==> config.mk <==
export PLATFORM = sky130hd
export DESIGN_NAME = arb_mux
export DESIGN_NICKNAME = d
export VERILOG_FILES = /design/src/rtl/arb_mux.sv
export SDC_FILE = /design/constraint.sdc
export NUM_CORES = 1
export LEC_CHECK = 0
export ABC_AREA = 1
export CAP_MARGIN = 20
export CORE_MARGIN = 1
export CORE_UTILIZATION = 43
export CTS_BUF_LIST = sky130_fd_sc_hd__clkbuf_4 sky130_fd_sc_hd__clkbuf_8
export CTS_CLUSTER_SIZE = 8
export DETAILED_ROUTE_END_ITERATION = 10
export GPL_ROUTABILITY_DRIVEN = 0
export PLACE_DENSITY = 0.92
export SLEW_MARGIN = 20
export SYNTH_ARGS = -nofsm -noshare
export SYNTH_HDL_FRONTEND = slang
export SYNTH_SLANG_ARGS = --single-unit
export TNS_END_PERCENT = 1
==> constraint.sdc <==
create_clock -name clk -period 5.2 [get_ports clk]
set_input_delay 1.04 -clock clk [delete_from_list [all_inputs] [get_ports clk]]
set_output_delay 1.04 -clock clk [all_outputs]
set_load 0.01 [all_outputs]
==> src/rtl/arb_mux.sv <==
// N-input arbitrating multiplexer with a registered output stage.
// Fixed-priority or round-robin grant; grants only when the output register can load.
module arb_mux #(
  parameter int WIDTH = 32,
  parameter int N     = 4,
  parameter int SW    = (N > 1) ? $clog2(N) : 1
) (
  input  logic               clk,
  input  logic               rst_n,
  input  logic               mode,
  input  logic [N-1:0]       in_valid,
  input  logic [N*WIDTH-1:0] in_data,
  output logic [N-1:0]       in_ready,
  output logic               out_valid,
  output logic [WIDTH-1:0]   out_data,
  output logic [SW-1:0]      out_src,
  input  logic               out_ready
);

  logic               w_load;
  logic               w_any;
  logic [SW-1:0]      w_gidx;
  logic [WIDTH-1:0]   w_chan [N];
  logic [WIDTH-1:0]   w_sel_data;

  logic               r_out_valid;
  logic [WIDTH-1:0]   r_out_data;
  logic [SW-1:0]      r_out_src;
  logic [SW-1:0]      r_ptr;

  assign w_load = !r_out_valid || out_ready;

  // Circular search starting at r_ptr (round robin) or 0 (fixed priority).
  always_comb begin : grant_search
    int start;
    int idx;
    w_any  = 1'b0;
    w_gidx = '0;
    start  = (mode && N > 1) ? int'(r_ptr) : 0;
    idx    = 0;
    for (int k = 0; k < N; k++) begin
      idx = start + k;
      if (idx >= N) idx = idx - N;
      if (!w_any && in_valid[idx]) begin
        w_any  = 1'b1;
        w_gidx = SW'(idx);
      end
    end
  end

  for (genvar gi = 0; gi < N; gi++) begin : g_chan
    assign w_chan[gi]   = in_data[gi*WIDTH +: WIDTH];
    assign in_ready[gi] = rst_n && w_load && w_any && (w_gidx == SW'(gi));
  end

  assign w_sel_data = w_chan[w_gidx];

  always_ff @(posedge clk) begin
    if (!rst_n) begin
      r_out_valid <= 1'b0;
      r_out_data  <= '0;
      r_out_src   <= '0;
      r_ptr       <= '0;
    end else if (w_load) begin
      r_out_valid <= w_any;
      if (w_any) begin
        r_out_data <= w_sel_data;
        r_out_src  <= w_gidx;
        if (mode && N > 1)
          r_ptr <= (w_gidx == SW'(N-1)) ? '0 : w_gidx + 1'b1;
      end
    end
  end

  assign out_valid = r_out_valid;
  assign out_data  = r_out_data;
  assign out_src   = r_out_src;

endmodule

==> flow_metrics.py <==
metrics = {
    "detailed_routing": {
        "drt_pass1_iterations": 5,
        "via_count": 4176,
        "wl_mm": 10.8,
        "detail_route.wl_per_cell_um": 12.8,
        "antenna_left": 0,
        "drcViolationCount": 0,
        "routed.top_layer": "met4",
        "met2_length_mm": 5.33,
        "via_per_inst": 4.97,
        "wl_met1_mm": 4.19,
        "wl_met3_um": 948,
        "first_iter_violations": 199,
    },
    "setup_path": {
        "cp_max_fo": 31,
        "crit_required_ns": 4.16,
        "crit_path_max_incr_delay_ns": 0.58,
        "rr_worst_depth": 15,
        "end_kind": "primary output",
        "crit_top_cell": "nand2_1",
        "critPathKind": "input port to primary output",
        "path_cells": "clkdlybuf4s50_1, nand2_1, nand2_1, nand2_1, nand2_1, nand2_1, nor2_4, nand4_4, nand2_4, buf_4, nand2_1, nor2_1, clkdlybuf4s50_1",
        "crit_family": "simple AND/OR/NAND/NOR gates",
        "startpoint_type": "input port",
        "rrSetupSlack_ns": 2.02,
        "crit_slowest_cell": "clkdlybuf4s50_1",
        "critPathArrivalTime_ns": 3.85,
        "timing.rr.start": "r_ptr[0]",
        "crit_buf_inv": 3,
        "rr_endpoint": "out_data[17]",
    },
    "cells_and_area": {
        "areaGrowthSynthToFinish_pct": 58.5,
        "final_cell_mix": "194 x nand2_1, 174 x clkdlybuf4s50_1, 119 x nand3_1",
        "final_util": 0.721,
        "ff_latch_area_um2": 741,
        "diodes": 0,
        "multi_input_area_um2": 1840,
        "layout_commonest_cell": "nand2_1",
        "design_area_um2": 5010,
        "nets": 879,
        "drive_above_1_share": 0.0444,
        "fillerInstances": 563,
    },
    "yosys": {
        "synthDistinctLibCells": 22,
        "syn_inst": 585,
        "ys_seq_elements": 37,
        "seq_area_frac_synth": 0.234,
        "syn_area_per_cell_um2": 5.40,
        "netlist_area_um2": 3160,
        "synth_nets": 721,
        "synth-warning-count": 0,
    },
    "cts": {
        "cts-resized-gates": 0,
        "cts_sinks": 37,
        "post_cts_buffers": 0,
        "cts_tree": "done",
        "postCtsHoldBufs": 0,
        "clk_pin_slew_ns": 0.07,
        "tritoncts.num_buffers": 5,
        "clockBufferDepth": 2,
        "cts_max_level": 2,
        "clk_latency_ns": 0.28,
        "clockRootBuffer": "clkbuf_8",
    },
    "sta": {
        "holdWs_ns": 0.471,
        "skew_ns": 0.00583,
        "fin_crit_sh": 0.940,
        "slew_headroom": 0.461,
        "post-route-min-period_ns": 4.89,
        "tns_ns": 0,
        "max_freq_mhz": 205,
        "tightest_slew_ns": 0.808,
        "setup_violations": 0,
        "hold_violations": 0,
        "report.final.slew_viol_count": 0,
        "rsz0062_at_grt": "no",
    },
    "floorplanning": {
        "die_w_um": 87.7,
        "die_y_um": 87.7,
        "row_count": 30,
        "num_io_pins": 175,
        "core-area_um2": 6940,
        "die-area_um2": 7700,
        "initial_core_util": 0.455,
    },
    "min_path": {
        "min_delay_path_depth": 2,
        "worstHoldStart": "out_src[1]",
        "worstHoldPathType": "register to register",
        "holdPathEnd": "out_src[1]",
    },
    "placement": {
        "post_dp_cell_area_um2": 4910,
        "port-buffer-count": 174,
        "dp_hpwl_mm": 8.08,
    },
    "grt": {
        "grt_pass1_vias": 3699,
        "grt_max_degree": 43,
        "antenna_found_initial": 0,
        "grt_pass1_wl_mm": 16.4,
        "gr-total-overflow": 0,
        "grt_util_all_layers": 0.270,
    },
    "power": {
        "power.leakage_nw": 2.61,
        "power.total_w": 0.00137,
        "pwr_density_cell_nw_per_um2": 273,
        "ir_drop_v": 0.000168,
    },
    "flow_run": {
        "cap_violations": 0,
    },
    "outcome": {
        "outcome": "finished, final reports clean",
    },
}
## area by class of cell
class	instances	area share
Clock buffer	7	0.0192
Clock inverter	1	0.000999
Inverter	104	0.0779
Multi-Input combinational cell	411	0.367
Sequential cell	37	0.148
Tap cell	96	0.0240
Timing Repair Buffer	184	0.363
## worst min-delay path, stage by stage, from the launching register on
cell     delay (ns)
dfxtp_1        0.31
nand2_1        0.06
a21oi_1        0.06
## how the worst max path moves through the flow
stage	start	endpoint	slack (ns)	depth (start not counted)
floorplan	mode	in_ready[0]	1.60	12
global placement	mode	in_ready[3]	0.54	13
detailed placement	mode	in_ready[1]	0.37	13
CTS	mode	in_ready[1]	0.37	13
global route	mode	in_ready[1]	0.15	13
finish	mode	in_ready[1]	0.31	13
## cell usage after synthesis, drive strengths merged
cell type  number  share of area
clkbuf          7         0.0083
dfxtp          37           0.23
o21ai           4         0.0075
nand4           2         0.0087
a21oi           4         0.0075
nor2           64          0.083
nand2         197           0.24
nand3b         20          0.048
buf            26          0.051
clkinv          1         0.0012
inv           103           0.12
nor3            1         0.0016
nand3         119           0.19
## through the flow
step                instances  setup WS (ns)
finish                    840          0.310
global route              840          0.147
CTS                       840          0.375
detailed placement        832          0.373
global placement          832          0.542
floorplan                 585           1.60
## power by group
part	internal (W)	leakage, nW	switching, W
logic	0.000354	2.24	0.000407
clock network	0.000120	0.0542	0.000101
registers	0.000349	0.308	0.0000381
## routing by layer
layer  track usage  vias to the layer above
met3        0.0613                       32
li1              -                     2093
met1         0.301                     1848
met5             0                        -
met4        0.0894                        0
met2         0.502                      203
## flip-flops by register name (all words and copies together) (netlist names)
signal and flops:
out_data 32, out_src 2, r_ptr 2, out_valid 1
## cells by family after synthesis
group / share of synthesized area
AND/OR/NAND/NOR: 0.567
AO/OA/AOI/OAI: 0.0150
buffers and inverters: 0.183
flip-flops: 0.234
No activity file was read; power rests on OpenSTA's default activity.
